## config.mk

```make
export PLATFORM = sky130hd
export DESIGN_NAME = mips_seq_ctrl
export DESIGN_NICKNAME = d
export VERILOG_FILES = /design/src/rtl/mips_ctrl_pkg.sv /design/src/rtl/mips_main_decoder.sv /design/src/rtl/mips_seq_ctrl.sv
export SDC_FILE = /design/constraint.sdc
export NUM_CORES = 1
export LEC_CHECK = 0
export BUFFER_PORTS_ARGS = -buffer_cell sky130_fd_sc_hd__buf_2
export CAP_MARGIN = 20
export CELL_PAD_IN_SITES_DETAIL_PLACEMENT = 0
export CELL_PAD_IN_SITES_GLOBAL_PLACEMENT = 2
export CORE_MARGIN = 4
export CORE_UTILIZATION = 33
export CTS_CLUSTER_SIZE = 24
export DETAILED_ROUTE_END_ITERATION = 10
export GPL_ROUTABILITY_DRIVEN = 0
export HOLD_SLACK_MARGIN = 0.15
export PLACE_DENSITY_LB_ADDON = 0.25
export SLEW_MARGIN = 15
export SYNTH_ARGS = -nofsm -noshare
export SYNTH_HDL_FRONTEND = slang
export SYNTH_HIERARCHICAL = 1
export SYNTH_SLANG_ARGS = --single-unit
```

## constraint.sdc

```tcl
create_clock -name clk -period 3.15 [get_ports clk]
set_input_delay 0.63 -clock clk [delete_from_list [all_inputs] [get_ports clk]]
set_output_delay 0.63 -clock clk [all_outputs]
set_load 0.05 [all_outputs]
```

## src/rtl/mips_ctrl_pkg.sv

```systemverilog
// Shared encodings for the MIPS control sequencer: opcodes, funct codes,
// ALU operation codes, FSM state encoding and the decoded control bundle.
package mips_ctrl_pkg;

  localparam logic [5:0] OP_RTYPE = 6'b000000;
  localparam logic [5:0] OP_LW    = 6'b100011;
  localparam logic [5:0] OP_SW    = 6'b101011;
  localparam logic [5:0] OP_BEQ   = 6'b000100;
  localparam logic [5:0] OP_ADDI  = 6'b001000;
  localparam logic [5:0] OP_J     = 6'b000010;
  localparam logic [5:0] OP_HALT  = 6'b111111;

  localparam logic [5:0] FN_ADD = 6'b100000;
  localparam logic [5:0] FN_SUB = 6'b100010;
  localparam logic [5:0] FN_AND = 6'b100100;
  localparam logic [5:0] FN_OR  = 6'b100101;
  localparam logic [5:0] FN_SLT = 6'b101010;

  localparam logic [2:0] ALU_ADD = 3'b010;
  localparam logic [2:0] ALU_SUB = 3'b110;
  localparam logic [2:0] ALU_AND = 3'b000;
  localparam logic [2:0] ALU_OR  = 3'b001;
  localparam logic [2:0] ALU_SLT = 3'b111;

  typedef enum logic [1:0] {
    S_IDLE = 2'd0,
    S_EXEC = 2'd1,
    S_MEM  = 2'd2,
    S_HALT = 2'd3
  } state_e;

  // Datapath control lines for one instruction, as seen in EXEC.
  typedef struct packed {
    logic       pc_en;
    logic       jump;
    logic       branch;
    logic       wr;
    logic       alu_src_b;
    logic       reg_dst;
    logic       memtoreg;
    logic [2:0] alu_ctrl;
  } ctrl_t;

endpackage

```

## src/rtl/mips_main_decoder.sv

```systemverilog
// Purely combinational opcode/funct decode. Produces the EXEC-cycle control
// bundle plus classification flags; the sequencer gates everything by state.
module mips_main_decoder
  import mips_ctrl_pkg::*;
(
  input  logic [5:0] opcode_i,
  input  logic [5:0] funct_i,
  output ctrl_t      ctrl_o,
  output logic       is_mem_o,
  output logic       is_store_o,
  output logic       is_halt_o,
  output logic       is_illegal_o
);

  // Decode table; anything unrecognised yields all-zero controls + illegal.
  always_comb begin
    ctrl_o       = '0;
    is_mem_o     = 1'b0;
    is_store_o   = 1'b0;
    is_halt_o    = 1'b0;
    is_illegal_o = 1'b0;
    unique case (opcode_i)
      OP_RTYPE: begin
        ctrl_o.reg_dst = 1'b1;
        ctrl_o.wr      = 1'b1;
        ctrl_o.pc_en   = 1'b1;
        unique case (funct_i)
          FN_ADD:  ctrl_o.alu_ctrl = ALU_ADD;
          FN_SUB:  ctrl_o.alu_ctrl = ALU_SUB;
          FN_AND:  ctrl_o.alu_ctrl = ALU_AND;
          FN_OR:   ctrl_o.alu_ctrl = ALU_OR;
          FN_SLT:  ctrl_o.alu_ctrl = ALU_SLT;
          default: begin
            ctrl_o       = '0;
            is_illegal_o = 1'b1;
          end
        endcase
      end
      OP_ADDI: begin
        ctrl_o.alu_src_b = 1'b1;
        ctrl_o.alu_ctrl  = ALU_ADD;
        ctrl_o.wr        = 1'b1;
        ctrl_o.pc_en     = 1'b1;
      end
      OP_BEQ: begin
        ctrl_o.branch   = 1'b1;
        ctrl_o.alu_ctrl = ALU_SUB;
        ctrl_o.pc_en    = 1'b1;
      end
      OP_J: begin
        ctrl_o.jump  = 1'b1;
        ctrl_o.pc_en = 1'b1;
      end
      OP_LW, OP_SW: begin
        // Address computation only; PC advances when memory acks.
        ctrl_o.alu_src_b = 1'b1;
        ctrl_o.alu_ctrl  = ALU_ADD;
        is_mem_o         = 1'b1;
        is_store_o       = (opcode_i == OP_SW);
      end
      OP_HALT: is_halt_o = 1'b1;
      default: is_illegal_o = 1'b1;
    endcase
  end

endmodule

```

## src/rtl/mips_seq_ctrl.sv

```systemverilog
// Control sequencer for the single-cycle MIPS datapath: IDLE/EXEC/MEM/HALT
// FSM, data-memory req/ack stretching for lw/sw, sticky illegal flag and a
// retired-instruction counter. Define MIPS_SEQ_CTRL_MEM_TIMEOUT_EN to build
// the MEM-state watchdog; otherwise timeout is tied 0 and MEM waits forever.
module mips_seq_ctrl
  import mips_ctrl_pkg::*;
#(
  parameter int unsigned CNT_W       = 32,
  parameter int unsigned MEM_TIMEOUT = 16
) (
  input  logic             clk,
  input  logic             rst,
  input  logic             start,
  input  logic [5:0]       opcode,
  input  logic [5:0]       funct,
  input  logic             mem_ack,
  output logic             pc_en,
  output logic             jump,
  output logic             branch,
  output logic             wr,
  output logic             alu_src_b,
  output logic             reg_dst,
  output logic             memtoreg,
  output logic [2:0]       alu_ctrl,
  output logic             mem_req,
  output logic             mem_we,
  output logic             halted,
  output logic             illegal,
  output logic             timeout,
  output logic [CNT_W-1:0] instr_count
);

  ctrl_t  dec_ctrl;
  logic   dec_mem, dec_store, dec_halt, dec_illegal;

  state_e           state_q, state_d;
  logic             store_q, store_d;
  logic             illegal_q, illegal_d;
  logic [CNT_W-1:0] cnt_q, cnt_d;
  ctrl_t            ctl;
  logic             mem_req_s, mem_we_s;

  mips_main_decoder u_dec (
    .opcode_i     (opcode),
    .funct_i      (funct),
    .ctrl_o       (dec_ctrl),
    .is_mem_o     (dec_mem),
    .is_store_o   (dec_store),
    .is_halt_o    (dec_halt),
    .is_illegal_o (dec_illegal)
  );

`ifdef MIPS_SEQ_CTRL_MEM_TIMEOUT_EN
  localparam int unsigned TW = $clog2(MEM_TIMEOUT + 1);
  logic [TW-1:0] tmo_q, tmo_d;
  logic          timeout_q, timeout_d;
`endif

  // Next-state and Moore-gated control outputs; IDLE/HALT drive nothing.
  always_comb begin
    state_d   = state_q;
    store_d   = store_q;
    illegal_d = illegal_q;
    ctl       = '0;
    mem_req_s = 1'b0;
    mem_we_s  = 1'b0;
`ifdef MIPS_SEQ_CTRL_MEM_TIMEOUT_EN
    tmo_d     = tmo_q;
    timeout_d = timeout_q;
`endif
    unique case (state_q)
      S_IDLE: if (start) state_d = S_EXEC;
      S_EXEC: begin
        ctl = dec_ctrl;
        if (dec_illegal) begin
          illegal_d = 1'b1;
          state_d   = S_HALT;
        end else if (dec_halt) begin
          state_d = S_HALT;
        end else if (dec_mem) begin
          state_d = S_MEM;
          store_d = dec_store;
`ifdef MIPS_SEQ_CTRL_MEM_TIMEOUT_EN
          tmo_d   = TW'(MEM_TIMEOUT);
`endif
        end
      end
      S_MEM: begin
        // Address operands stay selected while the PC is frozen.
        ctl.alu_src_b = 1'b1;
        ctl.alu_ctrl  = ALU_ADD;
        mem_req_s     = 1'b1;
        mem_we_s      = store_q;
        if (mem_ack) begin
          ctl.pc_en    = 1'b1;
          ctl.wr       = ~store_q;
          ctl.memtoreg = ~store_q;
          state_d      = S_EXEC;
        end
`ifdef MIPS_SEQ_CTRL_MEM_TIMEOUT_EN
        // Ack on the expiry cycle takes priority over the watchdog.
        else if (tmo_q <= TW'(1)) begin
          timeout_d = 1'b1;
          state_d   = S_HALT;
        end else begin
          tmo_d = tmo_q - TW'(1);
        end
`endif
      end
      S_HALT: ;
      default: state_d = S_IDLE;
    endcase
    cnt_d = cnt_q + CNT_W'(ctl.pc_en);
  end

  // State, sticky flags and retired counter; async active-low reset.
  always_ff @(posedge clk or negedge rst) begin
    if (!rst) begin
      state_q   <= S_IDLE;
      store_q   <= 1'b0;
      illegal_q <= 1'b0;
      cnt_q     <= '0;
    end else begin
      state_q   <= state_d;
      store_q   <= store_d;
      illegal_q <= illegal_d;
      cnt_q     <= cnt_d;
    end
  end

`ifdef MIPS_SEQ_CTRL_MEM_TIMEOUT_EN
  // Watchdog down-counter and sticky timeout flag.
  always_ff @(posedge clk or negedge rst) begin
    if (!rst) begin
      tmo_q     <= '0;
      timeout_q <= 1'b0;
    end else begin
      tmo_q     <= tmo_d;
      timeout_q <= timeout_d;
    end
  end
  assign timeout = timeout_q;
`else
  assign timeout = 1'b0;
`endif

  assign pc_en       = ctl.pc_en;
  assign jump        = ctl.jump;
  assign branch      = ctl.branch;
  assign wr          = ctl.wr;
  assign alu_src_b   = ctl.alu_src_b;
  assign reg_dst     = ctl.reg_dst;
  assign memtoreg    = ctl.memtoreg;
  assign alu_ctrl    = ctl.alu_ctrl;
  assign mem_req     = mem_req_s;
  assign mem_we      = mem_we_s;
  assign halted      = (state_q == S_HALT);
  assign illegal     = illegal_q;
  assign instr_count = cnt_q;

endmodule

```

---- Yosys cells after proc, flatten, opt, wreduce, memory -nomap -nowiden ----
Index checks and enable logic that the tools add are counted.
operators by class
  muxes and demuxes ....................... 29
  add/sub/neg operators ................... 1
  equal/unequal tests ..................... 17
  reductions and logical operators ........ 11
  bitwise logic cells ..................... 3
operators by type and width
  operator                                             number
  equality test 6 bit, second input constant           8
  adder 32 x 1 -> 32 bit                               1
  two-way mux 2 bit                                    7
  one-hot mux 1 bit (2 select lines)                   7
  one-hot mux 3 bit (4 select lines)                   1
  two-way mux 1 bit                                    9
  one-hot mux 3 bit (3 select lines)                   1
  one-hot mux 4 bit (2 select lines)                   1
  AND reduction 4 bit                                  2
  two-way mux 7 bit                                    1
  equality test 6 x 2 -> 1 bit, second input constant  1
  equality test 6 x 3 -> 1 bit, second input constant  1
  equality test 6 x 4 -> 1 bit, second input constant  1
  logical NOT 6 bit                                    1
  one-hot mux 2 bit (3 select lines)                   1
  OR reduction 3 bit                                   2
  OR reduction 6 bit                                   1
  OR reduction 5 bit                                   1
  equality test 2 bit, second input constant           2
  inequality test 2 bit, second input constant         2
  inequality test 4 bit, second input constant         1
  one-hot mux 2 bit (2 select lines)                   1
  inverter 1 bit                                       3
  nonzero test 3 bit                                   1
  4 further kinds                                      4
word-level totals
  logic and storage cells ................. 65
  output and inout bits ................... 47
  input bits .............................. 16
  register bits after elaboration ......... 36

---- Longest topological paths before layout ----
  depth in word-level cells ............... 7
  gate-level depth with buffers ........... 11
  mapped depth without buffers ............ 10

---- Modules after synthesis ----
The synthesis kept the hierarchy.
by module, submodules not included
  module             area an instance (µm²)  cells an instance  times used  sequential area each (µm²)
  mips_seq_ctrl      1845.5                  172                1           900.9
  mips_main_decoder  291.5                   45                 1           0.0

---- Least setup slack after synthesis ----
Ideal clock, no wire load.
  path kind ............................... in2reg
  start ................................... in opcode[3]
  end ..................................... reg cnt_q[24] (netlist: instr_count[24])
  setup time .............................. 0.147 ns
  slack ................................... -0.343 ns
  data arrival time ....................... 3.347 ns
  data required time ...................... 3.003 ns
  stages .................................. 11
  path buffers ............................ 1
  path through ............................ buf_2 -> nor2_1 -> o21a_1 -> a21boi_0 -> a22oi_1 -> nor2b_1 -> ha_1 -> ha_1 -> nand3_1 -> nor4_1 -> xor2_1
RTL lines
  what                  line                  source
  from (decl)           mips_seq_ctrl.sv:14   input logic [5:0] opcode,
  to (signal assigned)  mips_seq_ctrl.sv:127  cnt_q <= cnt_d;
  to (decl)             mips_seq_ctrl.sv:39   logic [CNT_W-1:0] cnt_q, cnt_d;

==> results.txt <==
Max Buffers Root-to-Sink = 2
leakage power summed over all cells = 1.319 nW
Total GRT Usage = 13.74%
die outline area = 7828 um^2
htree depth = 2
Hold WC Path Type = in -> async
placement row count = 29
grt total ovfl = 0
cell at the slowest stage of the critical path = sky130_fd_sc_hd__nand3_1
first-pass iteration count of the detailed router = 4
most repeated library cell on the critical path = sky130_fd_sc_hd__ha_1
share of the synthesized area in the top cell type = 42.15%
portion of the post-synthesis area used by sequential elements = 42.15%
max-slew violation count = 0
library cell occupying the most area in the post-synthesis netlist = sky130_fd_sc_hd__dfrtp_1
total wire length = 5.108 mm
clk root buf = sky130_fd_sc_hd__clkbuf_8
leading post-synthesis cells by cell area = sky130_fd_sc_hd__dfrtp_1 42%, sky130_fd_sc_hd__xor2_1 7.0%, sky130_fd_sc_hd__xnor2_1 5.7%, sky130_fd_sc_hd__ha_1 4.7%, sky130_fd_sc_hd__nand3_1 3.0%
post-synthesis async set-or-reset flop share = 100.0%
insertion delay of the later-clocked pin in the worst-skew pair = 280 ps
final critical-path share of the clock period = 89.13%
Yosys reg bits = 36
data required time at the worst endpoint = 3360 ps
clock skew after layout = 5.540 ps
post-detailed-placement half-perimeter wirelength = 3.790 mm
count of flip-flops with a built-in enable after synthesis = 0
busiest grt layer = met2
highest ir drop seen on vdd = 0.2039 mV
routed wire length per instance = 14.19 um
diode count = 0
# hold bufs at CTS = 0
buffers inserted during post-CTS setup optimization = 0
syn_nets = 241
final net count = 307
number of max-cap violations = 0
Top FF cell, synth = sky130_fd_sc_hd__dfrtp_1
fraction of layout cells with a size suffix above 1 = 31.45%
final number of hold-violating endpoints = 0
synthesized instance count = 217
wire length of the first global-routing pass = 8.369 mm
largest stage delay on the critical path = 330 ps
arrival time at the worst endpoint = 3020 ps
total standard cell area after synthesis = 2137 um^2
mean instance size in the synthesized netlist = 9.848 um^2
Synth cell types = 45
total vias in the final route = 1797
WS Path Type = in -> reg
Max Clock Freq = 356.2 MHz
remaining max-slew budget at the tightest pin = 45.08%
post-route antenna net violation count = 0
clock tree from TritonCTS = done
detail-routed via count per cell = 4.992
post-layout minimum cycle time = 2808 ps
warning count from the yosys run = 6
global routing usage on met1 = 19.55%
ordered cell list for the critical path = buf_2 > nor3_1 > o21a_1 > a21boi_0 > a22oi_1 > nor2b_4 > ha_1 > ha_1 > nand3_1 > nor4_1 > xor2_1
DRC violation count after routing = 0
post-cts sizing count = 0
setup repair after global routing missed its margin = no
Power Dens Cells = 423.5 nW/um^2
crit path max fanout = 8
number of global-route vias before repair = 1699
worst setup margin = 342.4 ps
DIE WIDTH = 88.48 um
CTS Sinks = 36
initial antenna violation count = 0
Worst setup EP type = register
Top Family by Delay on Critical Path = simple AND/OR/NAND/NOR gates
Ports = 63
actual transition at the worst max-transition pin = 823.8 ps
P&R area growth vs syn = 22.60%
type of element launching the critical path = input port
core area = 6314 um^2
top cell types by occurrence after synthesis = 36 x sky130_fd_sc_hd__dfrtp_1, 17 x sky130_fd_sc_hd__xor2_1, 14 x sky130_fd_sc_hd__xnor2_1
maximum number of pins on one net before global-route repair = 37
library cell with the highest instance count after synthesis = sky130_fd_sc_hd__dfrtp_1
final total negative setup slack = 0 ps
Global Route met2 Usage = 20.53%
number of buffers inserted during clock tree synthesis = 5
run status = completed
total design power = 0.001109 W
global-route met3 utilization = 4.376%
height of the die = 88.48 um
count of buffering cells on the critical path with inverters included = 1
final hold slack = 441.4 ps
number of DRC markers in iteration 0 = 49
final setup violation count = 0
port buffer count = 61
Initial Util = 33.85%
Worst Setup Slack post-DPL = 64.56 ps
filler instances = 660
CTS clock-pin slew for the worst setup and hold paths = 70 ps
-- registers in the layout (all words and copies together) (netlist names) --
name	count
instr_count	32
state_q	2
store_q	1
illegal	1
-- cell type report --
cell class	instances	area, um^2	area share [%]
Inverter	10	37.54	1.433
Timing Repair Buffer	65	335.3	12.80
Tap cell	77	96.34	3.677
Multi-Input combinational cell	165	1172	44.75
Sequential cell	36	900.9	34.38
Clock inverter	1	5.005	0.1910
Clock buffer	6	72.57	2.770
-- metal layers --
metal / wire (um) / up-vias / share of wire, %
met4: 18 / 0 / 0.35
li1: - / 898 / -
met5: 0 / - / 0
met2: 2226 / 42 / 44
met3: 294 / 2 / 5.8
met1: 2569 / 855 / 50
-- per-stage QoR --
stage          std cells  util (%)  instance area [um^2]
6_report             360     41.50                  2620
2_1_floorplan        217         -                  2145
3_5_place_dp         353     40.27                  2542
4_1_cts              360     41.50                  2620
5_1_grt              360     41.50                  2620
3_3_place_gp         353     40.27                  2542
-- layout by cell type, fill, tap and decap left out, types with 6 or more instances in the layout --
master                    instances
sky130_fd_sc_hd__a21oi_1          6
sky130_fd_sc_hd__and2_1           6
sky130_fd_sc_hd__buf_2           61
sky130_fd_sc_hd__dfrtp_1         36
sky130_fd_sc_hd__ha_1             8
sky130_fd_sc_hd__inv_1           10
sky130_fd_sc_hd__nand2_1         12
sky130_fd_sc_hd__nand3_1         13
sky130_fd_sc_hd__nand4_1          6
sky130_fd_sc_hd__nor2_1          11
sky130_fd_sc_hd__nor3_1          11
sky130_fd_sc_hd__nor4_1           6
sky130_fd_sc_hd__xnor2_1         14
sky130_fd_sc_hd__xor2_1          17
-- cell families (layout without fill, tap and decap cells) --
family / after synthesis / count (layout) / share of synthesized area [%]
simple gates: 100 / 100 / 29.16
flops: 36 / 36 / 42.15
xor+xnor: 31 / 31 / 12.70
compound gates: 23 / 23 / 7.143
buf+inv: 16 / 82 / 3.337
fa+ha+maj: 8 / 8 / 4.684
other cells: 2 / 2 / 0.3514
mux: 1 / 1 / 0.4684
-- where the power goes --
| group | internal (W) | switching (W) |
|---|---|---|
| logic | 0.0000951 | 0.000205 |
| clock network | 0.000150 | 0.000154 |
| registers | 0.000483 | 0.0000217 |
| total | 0.000728 | 0.000381 |
-- path summary, 6_finish.rpt --
check                                               start                   endpoint  cells after the start  slack (ps)
worst min register to register  instr_count[31]$_DFF_PN0_  instr_count[31]$_DFF_PN0_                      1         480
min in group clk                instr_count[31]$_DFF_PN0_  instr_count[31]$_DFF_PN0_                      1         480
worst max-delay path                            opcode[0]  instr_count[24]$_DFF_PN0_                     11         340
worst max register to register     state_q[0]$_DFFE_PN0P_  instr_count[24]$_DFF_PN0_                      9         690
max in group asynchronous                             rst   instr_count[5]$_DFF_PN0_                      1        2180
worst min-delay path                                  rst  instr_count[13]$_DFF_PN0_                      1         440
Note: power is estimated with default switching activity, not from simulation.
